[config.mk]
export PLATFORM = sky130hd
export DESIGN_NAME = ps2_rx_fifo
export DESIGN_NICKNAME = d
export VERILOG_FILES = /design/src/rtl/bk_ps2_pkg.sv /design/src/rtl/ps2_sync_fifo.sv /design/src/rtl/ps2_rx_fifo.sv
export SDC_FILE = /design/constraint.sdc
export NUM_CORES = 1
export LEC_CHECK = 0
export BUFFER_PORTS_ARGS = -buffer_cell sky130_fd_sc_hd__buf_2
export CAP_MARGIN = 30
export CORE_AREA = 2 2 78 135
export CTS_BUF_LIST = sky130_fd_sc_hd__clkbuf_2 sky130_fd_sc_hd__clkbuf_4 sky130_fd_sc_hd__clkbuf_8
export CTS_CLUSTER_DIAMETER = 60
export DETAILED_ROUTE_END_ITERATION = 8
export DIE_AREA = 0 0 80 137
export GPL_ROUTABILITY_DRIVEN = 0
export PLACE_DENSITY = 0.75
export SYNTH_ARGS = -nofsm -noshare
export SYNTH_HDL_FRONTEND = slang
export SYNTH_SLANG_ARGS = --single-unit
[constraint.sdc]
create_clock -name clk25 -period 6.1 [get_ports clk25]
set_clock_uncertainty 0.05 [all_clocks]
set_input_delay 0.305 -clock clk25 [delete_from_list [all_inputs] [get_ports clk25]]
set_output_delay 0.305 -clock clk25 [all_outputs]
set_load 0.01 [all_outputs]
[src/rtl/bk_ps2_pkg.sv]
// Shared PS/2 receiver definitions: receiver FSM encoding, frame layout constants,
// default line timings and the frame validity check.
package bk_ps2_pkg;

    typedef enum logic [1:0] {
        IDLE   = 2'd0,
        DATA   = 2'd1,
        PARITY = 2'd2,
        STOP   = 2'd3
    } ps2_state_e;

    localparam int unsigned PS2_FRAME_BITS  = 11;
    // start, parity and stop bracket the payload
    localparam int unsigned PS2_DATA_BITS   = PS2_FRAME_BITS - 3;
    localparam int unsigned DEF_TIMEOUT_CYC = 2500;
    localparam int unsigned DEF_FILTER_LEN  = 4;

    // Good frame: stop bit high and odd parity over data plus parity bit.
    function automatic logic frame_ok(input logic [PS2_DATA_BITS-1:0] data,
                                      input logic parity, input logic stop);
        return stop & (^{data, parity});
    endfunction

endpackage

[src/rtl/ps2_sync_fifo.sv]
// First-word fall-through FIFO with wrap-bit pointers. Reports pushes lost to a full
// FIFO (ovf_set) and pops that drain the last entry (drain).
module ps2_sync_fifo #(
    parameter int unsigned AW = 3,
    parameter int unsigned DW = 8
) (
    input  logic          clk25,
    input  logic          reset_n,
    input  logic          push,
    input  logic [DW-1:0] wdata,
    input  logic          pop,
    output logic [DW-1:0] rdata,
    output logic          full,
    output logic          empty,
    output logic          ovf_set,
    output logic          drain
);

    localparam int unsigned DEPTH = 2 ** AW;

    logic [AW:0]   wr_ptr_q, rd_ptr_q;
    logic [AW:0]   rd_ptr_inc;
    logic [DW-1:0] mem_q [DEPTH];
    logic          do_push, do_pop;

    assign empty      = (wr_ptr_q == rd_ptr_q);
    assign full       = (wr_ptr_q[AW-1:0] == rd_ptr_q[AW-1:0]) && (wr_ptr_q[AW] != rd_ptr_q[AW]);
    assign rd_ptr_inc = rd_ptr_q + 1'b1;

    // A pop frees a slot in the same cycle, so a full FIFO still accepts a push then.
    assign do_pop  = pop & ~empty;
    assign do_push = push & (~full | do_pop);
    assign ovf_set = push & full & ~do_pop;
    assign drain   = do_pop & ~do_push & (wr_ptr_q == rd_ptr_inc);

    assign rdata = mem_q[rd_ptr_q[AW-1:0]];

    always_ff @(posedge clk25 or negedge reset_n) begin
        if (!reset_n) begin
            wr_ptr_q <= '0;
            rd_ptr_q <= '0;
            for (int i = 0; i < DEPTH; i++) begin
                mem_q[i] <= '0;
            end
        end else begin
            if (do_push) begin
                mem_q[wr_ptr_q[AW-1:0]] <= wdata;
                wr_ptr_q                <= wr_ptr_q + 1'b1;
            end
            if (do_pop) begin
                rd_ptr_q <= rd_ptr_inc;
            end
        end
    end

endmodule

[src/rtl/ps2_rx_fifo.sv]
// PS/2 device-to-host receiver: line sync, clock deglitch, frame FSM with timeout and a
// scancode FIFO. Define PS2_RX_ERRCNT_EN to build the saturating frame error counter.
module ps2_rx_fifo
    import bk_ps2_pkg::*;
#(
    parameter int unsigned FILTER_LEN  = DEF_FILTER_LEN,
    parameter int unsigned TIMEOUT_CYC = DEF_TIMEOUT_CYC,
    parameter int unsigned FIFO_AW     = 3
) (
    input  logic       clk25,
    input  logic       reset_n,
    input  logic       ps2_clk_i,
    input  logic       ps2_data_i,
    input  logic       rd_i,
    output logic [7:0] data_o,
    output logic       avail_o,
    output logic       overflow_o,
    output logic       frame_err_o,
    output logic [7:0] err_count_o
);

    localparam int unsigned FLT_W = $clog2(FILTER_LEN + 1);
    localparam int unsigned TO_W  = $clog2(TIMEOUT_CYC + 1);
    localparam int unsigned BIT_W = $clog2(PS2_DATA_BITS);

    logic [1:0]               clk_sync_q, data_sync_q;
    logic                     filt_q;
    logic [FLT_W-1:0]         flt_cnt_q;
    logic                     flt_flip, sample, sample_bit;

    ps2_state_e               state_q;
    logic [BIT_W-1:0]         bit_cnt_q;
    logic [PS2_DATA_BITS-1:0] shift_q;
    logic                     parity_q;
    logic [TO_W-1:0]          to_cnt_q;
    logic                     frame_err_q;
    logic                     push;

    logic                     fifo_empty, fifo_full_unused, ovf_set, drain;
    logic                     overflow_q;

    // Lines idle high, so the synchronisers reset to 1 as well.
    always_ff @(posedge clk25 or negedge reset_n) begin
        if (!reset_n) begin
            clk_sync_q  <= 2'b11;
            data_sync_q <= 2'b11;
        end else begin
            clk_sync_q  <= {clk_sync_q[0], ps2_clk_i};
            data_sync_q <= {data_sync_q[0], ps2_data_i};
        end
    end

    assign flt_flip   = (clk_sync_q[1] != filt_q) && (flt_cnt_q == FLT_W'(FILTER_LEN - 1));
    assign sample     = flt_flip & filt_q;
    assign sample_bit = data_sync_q[1];

    always_ff @(posedge clk25 or negedge reset_n) begin
        if (!reset_n) begin
            filt_q    <= 1'b1;
            flt_cnt_q <= '0;
        end else if (clk_sync_q[1] == filt_q) begin
            flt_cnt_q <= '0;
        end else if (flt_flip) begin
            filt_q    <= ~filt_q;
            flt_cnt_q <= '0;
        end else begin
            flt_cnt_q <= flt_cnt_q + 1'b1;
        end
    end

    assign push = sample && (state_q == STOP) && frame_ok(shift_q, parity_q, sample_bit);

    always_ff @(posedge clk25 or negedge reset_n) begin
        if (!reset_n) begin
            state_q     <= IDLE;
            bit_cnt_q   <= '0;
            shift_q     <= '0;
            parity_q    <= 1'b0;
            to_cnt_q    <= '0;
            frame_err_q <= 1'b0;
        end else begin
            frame_err_q <= 1'b0;
            if (sample) begin
                to_cnt_q <= '0;
                case (state_q)
                    IDLE: begin
                        if (!sample_bit) begin
                            bit_cnt_q <= '0;
                            state_q   <= DATA;
                        end else begin
                            frame_err_q <= 1'b1;
                        end
                    end
                    DATA: begin
                        shift_q   <= {sample_bit, shift_q[PS2_DATA_BITS-1:1]};
                        bit_cnt_q <= bit_cnt_q + 1'b1;
                        if (bit_cnt_q == BIT_W'(PS2_DATA_BITS - 1)) begin
                            state_q <= PARITY;
                        end
                    end
                    PARITY: begin
                        parity_q <= sample_bit;
                        state_q  <= STOP;
                    end
                    STOP: begin
                        frame_err_q <= ~frame_ok(shift_q, parity_q, sample_bit);
                        state_q     <= IDLE;
                    end
                    default: state_q <= IDLE;
                endcase
            end else if (state_q != IDLE) begin
                // Stalled frame: drop the partial byte and resync on the next start bit.
                if (to_cnt_q == TO_W'(TIMEOUT_CYC)) begin
                    frame_err_q <= 1'b1;
                    state_q     <= IDLE;
                    to_cnt_q    <= '0;
                end else begin
                    to_cnt_q <= to_cnt_q + 1'b1;
                end
            end else begin
                to_cnt_q <= '0;
            end
        end
    end

    ps2_sync_fifo #(
        .AW(FIFO_AW),
        .DW(PS2_DATA_BITS)
    ) u_fifo (
        .clk25  (clk25),
        .reset_n(reset_n),
        .push   (push),
        .wdata  (shift_q),
        .pop    (rd_i),
        .rdata  (data_o),
        .full   (fifo_full_unused),
        .empty  (fifo_empty),
        .ovf_set(ovf_set),
        .drain  (drain)
    );

    always_ff @(posedge clk25 or negedge reset_n) begin
        if (!reset_n) begin
            overflow_q <= 1'b0;
        end else if (ovf_set) begin
            overflow_q <= 1'b1;
        end else if (drain) begin
            overflow_q <= 1'b0;
        end
    end

    assign avail_o     = ~fifo_empty;
    assign overflow_o  = overflow_q;
    assign frame_err_o = frame_err_q;

`ifdef PS2_RX_ERRCNT_EN
    logic [7:0] err_cnt_q;

    always_ff @(posedge clk25 or negedge reset_n) begin
        if (!reset_n) begin
            err_cnt_q <= '0;
        end else if (frame_err_q && (err_cnt_q != 8'hFF)) begin
            err_cnt_q <= err_cnt_q + 8'd1;
        end
    end

    assign err_count_o = err_cnt_q;
`else
    assign err_count_o = 8'h00;
`endif

endmodule

* Word level (Yosys, flattened, before mapping)
Index checks and enable logic that the tools add are counted. Widths: inputs -> output; s select.
Storage, ports and cells: flip-flop bits (word level) 108, bits in latches 0, bits in writable memories 0, memory bits (read-only) 0, output and inout port bits 19, memories kept 0
Cells by class: add/subtract/negate cells 5, $mul 0, divide/modulo/power cells 0, $lt $le $gt $ge 3, eq/ne operators 15, shift operators 0, mux-type cells 26, bitwise logic cells 18, reductions and logical operators 17
Operators by type and width (number):
- $bwmux 64 | 1
- $mux 12 | 3
- $bmux 8 s3 | 1
- $demux 8 s3 | 1
- $mux 8 | 3
- $add 12x1->12 const B | 1
- $eq 12x12->1 const B | 1
- $mux 2 | 5
- $reduce_bool 2->1 | 5
- $mux 3 | 3
- $reduce_xor 9->1 | 1
- $add 4x1->4 const B | 2
- $and 1x1->1 | 8
- $eq 4x4->1 | 2
- $ge 4x4->1 const B | 2
- $not 3->4 | 2
- $pmux 2 s4 | 1
- $not 1->1 | 7
- $add 3x1->3 const B | 2
- $mux 1 | 6
- $ne 3x3->1 const B | 2
- $pmux 3 s2 | 1
- $reduce_and 2->1 | 3
- $logic_and 1x1->1 | 5
- other kinds (14) | 16

* Logic depth before layout (Yosys ltp)
depth after elaboration 11, gate-level depth with buffers 8

* By module
A second synthesis with hierarchy kept.
Unflattened totals: cell total of the unflattened synthesis 384, area, all modules 5357.6 um2
Modules (own cells, without submodules):
- ps2_sync_fifo | instances 1, cells an instance 223, area an instance 3557.2 um2, seq. area each 1801.7 um2
- ps2_rx_fifo | instances 1, cells an instance 161, area an instance 1800.5 um2, seq. area each 907.1 um2

* Worst setup path before layout
Ideal clock, no wire load.
path kind reg-to-reg, from register filt_q, to register u_fifo.mem_q[56] in the netlist's numbering, arrival time 2.143 ns, required time 5.925 ns, setup slack 3.782 ns, cell stages (with the launch flop) 7, clock period less this slack 2.318 ns, cell sequence dfstp_2 and4bb_1 buf_4 nand3_2 a2111oi_4 nor3b_4 mux2_2
On the way: word-level cells in the longest chain between the ends 6
Ends and longest elaborated chain:
- from (decl) | line ps2_rx_fifo.sv:27 | logic filt_q;
- from (signal assigned) | line ps2_rx_fifo.sv:64 | filt_q <= ~filt_q;
- $ne 1x1->1 | line ps2_rx_fifo.sv:53 | assign flt_flip = (clk_sync_q[1] != filt_q) && (flt_cnt_q == FLT_W'(FILTER_LEN - 1));
- $logic_and 1x1->1 | line ps2_rx_fifo.sv:53
- $and 1x1->1 (*) | line ps2_rx_fifo.sv:54 | assign sample = flt_flip & filt_q;
- $logic_and 1x1->1 (*) (2 in series) | line ps2_rx_fifo.sv:71 | assign push = sample && (state_q == STOP) && frame_ok(shift_q, parity_q, sample_bit);
- $and 1x1->1 (*) | line ps2_sync_fifo.sv:32 | assign do_push = push & (~full | do_pop);
- to (signal, indexed assignment) | line ps2_sync_fifo.sv:47 | mem_q[wr_ptr_q[AW-1:0]] <= wdata;
- to (decl) | line ps2_sync_fifo.sv:23 | logic [DW-1:0] mem_q [DEPTH];
Every way passes the cells marked *; elsewhere a longest branch is shown, timed or not. A chain may end at the register's enable or synchronous reset.

* Worst setup path after layout
from register u_fifo.rd_ptr_q[1], to register u_fifo.mem_q[51] in the netlist's numbering
On the way: word-level cells in the longest chain between the ends 5, elaborated cells between the ends (all ways) 8
Ends and longest elaborated chain:
- from (decl) | line ps2_sync_fifo.sv:21 | logic [AW:0] wr_ptr_q, rd_ptr_q;
- from (signal assigned) | line ps2_sync_fifo.sv:51 | rd_ptr_q <= rd_ptr_inc;
- $eq 4x4->1 / $eq 3x3->1 (equally long branches) | line ps2_sync_fifo.sv:26, ps2_sync_fifo.sv:27
- $not 1->1 / $logic_and 1x1->1 (equally long branches) | line ps2_sync_fifo.sv:31, ps2_sync_fifo.sv:27
- $and 1x1->1 / $not 1->1 (equally long branches) | line ps2_sync_fifo.sv:31, ps2_sync_fifo.sv:32
- $or 1x1->1 (*) | line ps2_sync_fifo.sv:32
- $and 1x1->1 (*) | line ps2_sync_fifo.sv:32
Marked as above.

==> qor.log <==
[clock_tree] Clock Tree Buf Depth 2
[final_layout] layout net count 410
[timing] ratio of final minimum period to clock period 47.2%
[final_layout] post-route standard cell area excluding fillers 5620 um^2
[critical_path] Worst EP required 6310 ps
[hold_path] hold path startpoint rd_i
[detailed_routing] Via density 5.81
[floorplanning] I/O Pins 24
[hold_path] cell depth of the worst hold path 2
[logic_synthesis] number of synthesized flops with an enable pin 0
[logic_synthesis] syn_area_per_cell 13.7 um^2
[clock_tree] insertion delay of the later-clocked pin in the worst-skew pair 380 ps
[floorplanning] Placeable Area 9850 um^2
[logic_synthesis] Synth top cells by count dfrtp_1 (103), mux2_2 (81), xnor2_1 (18)
[final_layout] Syn-to-layout area delta 6.57%
[detailed_routing] vias 3042
[power_and_ir_drop] Final Total Pwr 1.31 mW
[logic_synthesis] top-count cell post-synth dfrtp_1
[global_route] first-pass GRT wire length 16500 um
[timing] Final setup viols 0
[detailed_routing] detailed-route DRC error count 0
[power_and_ir_drop] Leakage Power 2.66 nW
[critical_path] startpoint class of the critical path register
[floorplanning] Core Rows 48
[global_route] pin count of the biggest net entering global routing 72
[power_and_ir_drop] maximum ir drop on the vdd rail 185 uV
[floorplanning] effective utilization at floorplan 53.5%
[clock_tree] CTS tree yes
[critical_path] Setup crit end kind register
[floorplanning] full die area 11000 um^2
[clock_tree] hold-fix buffers at CTS 3
[placement] sum of net half-perimeters after detailed placement 7050 um
[run] number of max-cap violations 0
[timing] accumulated negative setup slack 0 ps
[timing] Final Hold Viols 0
[placement] Post-Place Cell Area 5400 um^2
[detailed_routing] violation count after the first detailed-route iteration 169
[logic_synthesis] top_reg_cell synth dfrtp_1
[timing] setup repair after global routing missed its margin no
[placement] number of cells after detailed placement 505
[clock_tree] total CTS buffers 9
[logic_synthesis] FFs w/ async S/R, synth 100%
[clock_tree] Clk pin slew, worst setup/hold paths 110 ps
[logic_synthesis] flops & latches, synth 108
[timing] Rel. slew slack 35.4%
[logic_synthesis] top-area cell type share of the netlist area 48.9%
[floorplanning] floorplan die height 137 um
[critical_path] R2R depth 5
[final_layout] fraction of layout cells with a size suffix above 1 37.1%
[final_layout] count of placed standard cells in the final layout, fillers left out 524
[logic_synthesis] number of distinct library cell variants in the gate-level netlist after synthesis 47
[global_route] antenna violations before repair 0
[logic_synthesis] number of synthesis warnings 0
[power_and_ir_drop] Pwr Density 233 nW/um^2
[critical_path] startpoint of the worst register-to-register path u_fifo.rd_ptr_q[1]
[logic_synthesis] mapped cell area 5270 um^2
[detailed_routing] total wire length 10100 um
[global_route] vias in the first global route 3205
[floorplanning] x dimension of the die 80 um
[timing] pins over their slew limit 0
[logic_synthesis] ranking of synthesized cells by area dfrtp_1 (49%), mux2_2 (17%), mux4_2 (6.8%), xnor2_1 (3.0%), ha_1 (2.6%)
[critical_path] critical-path maximum fanout 20
[clock_tree] Post-CTS Resized 0
[global_route] aggregate global-route resource usage 20.4%
[detailed_routing] number of nets with antenna violations after routing 0
[critical_path] first element of the critical path u_fifo.rd_ptr_q[1]
[detailed_routing] first-pass iteration count of the detailed router 4
[logic_synthesis] Yosys top cell by area dfrtp_1
[clock_tree] CTS H-tree depth 3
[critical_path] worst setup slack for register-to-register paths 3220 ps
[global_route] GRT Residual Overflow 0
[final_layout] count of antenna diodes in the layout 0
[timing] Min Clock Period, post-route 2880 ps
[critical_path] kind of critical path register to register
[detailed_routing] mean routed wirelength per cell 19.3 um
[logic_synthesis] number of instances in the synthesized netlist 385
[critical_path] data arrival at the endpoint of the critical path 3090 ps
[outcome] status complete, no violations
[clock_tree] post-CTS repair timing setup buffer count 0
[clock_tree] Num Clock Sinks 108
[logic_synthesis] share of the yosys chip area belonging to registers 51.4%
[timing] Max Clock Freq 347 MHz
[hold_path] type of the most critical hold path primary input to register
[clock_tree] cell at the root of the clock tree clkbuf_8
[timing] actual transition at the worst max-transition pin 970 ps
[placement] count of input and output buffers 15
-- layout make-up --
cell class                      instances  area (um^2)
Timing Repair Buffer                   20          123
Clock inverter                          5         42.5
Multi-Input combinational cell        247         2410
Inverter                                8         30.0
Sequential cell                       108         2710
Tap cell                              125          156
Clock buffer                           11          151
Fill cell                             833         4230
-- flip-flops by register name, indices dropped and copies added, names as in the netlist, 3 cells and up --
register	cells
u_fifo.rd_ptr_q	4
bit_cnt_q	3
shift_q	8
u_fifo.wr_ptr_q	4
to_cnt_q	12
u_fifo.mem_q	64
flt_cnt_q	3
-- per-stage QoR --
step | util, % | hold WS, ps | setup WS, ps
after floorplan | - | -40.6 | 3780
after global placement | 54.8 | 257 | 3220
after detailed placement | 54.8 | 257 | 3180
after CTS | 57.1 | 97.4 | 3160
after global routing | 57.1 | 109 | 3110
final | 57.1 | 107 | 3220
-- cell families after synthesis --
| kind of cell | Yosys count | synth area share [%] |
|---|---|---|
| flops | 108 | 51.4 |
| mux | 99 | 24.5 |
| simple gates | 71 | 8.28 |
| buf+inv | 37 | 3.46 |
| xor+xnor | 32 | 5.74 |
| compound gates | 26 | 3.94 |
| fa+ha+maj | 11 | 2.61 |
| other cells | 1 | 0.0711 |
-- worst max-delay path, stage by stage (launching register included) --
cell	delay [ps]
dfrtp_1	1000
xnor2_1	210
and3_4	230
a2111oi_4	350
nor3b_4	520
mux2_2	400
-- routing by layer --
| metal | vias to the layer above | track usage, % | share of wire (%) |
|---|---|---|---|
| li1 | 1377 | - | - |
| met1 | 1602 | 22.7 | 38 |
| met2 | 45 | 36.8 | 56 |
| met3 | 18 | 3.63 | 2.5 |
| met4 | 0 | 10.3 | 3.4 |
| met5 | - | 0 | 0 |
-- power breakdown --
part           total, mW  switching (mW)  internal (mW)  leakage (nW)
clock network      0.429           0.253          0.176        0.0969
registers          0.759          0.0203          0.739          1.49
logic              0.122          0.0808         0.0416          1.08
total               1.31           0.354          0.956          2.66
-- final timing paths --
kind                                    endpoint
worst max-delay path            u_fifo.mem_q[51]
worst min-delay path                  overflow_o
worst min register to register     clk_sync_q[1]
worst max register to register  u_fifo.mem_q[51]
max in group asynchronous       u_fifo.mem_q[31]
min in group asynchronous       u_fifo.mem_q[43]
-- placed cells by master (no fill, tap or decap), types with 7 or more instances in the layout --
cell and n:
buf_2 14, clkbuf_8 11, conb_1 8, dfrtp_1 103
ha_1 11, inv_1 8, mux2_2 81, mux4_2 16
nand2_1 11, nand3_1 9, nor2_1 17, o21ai_0 7
xnor2_1 18, xor2_1 12
(Power assumes the default switching activity.)
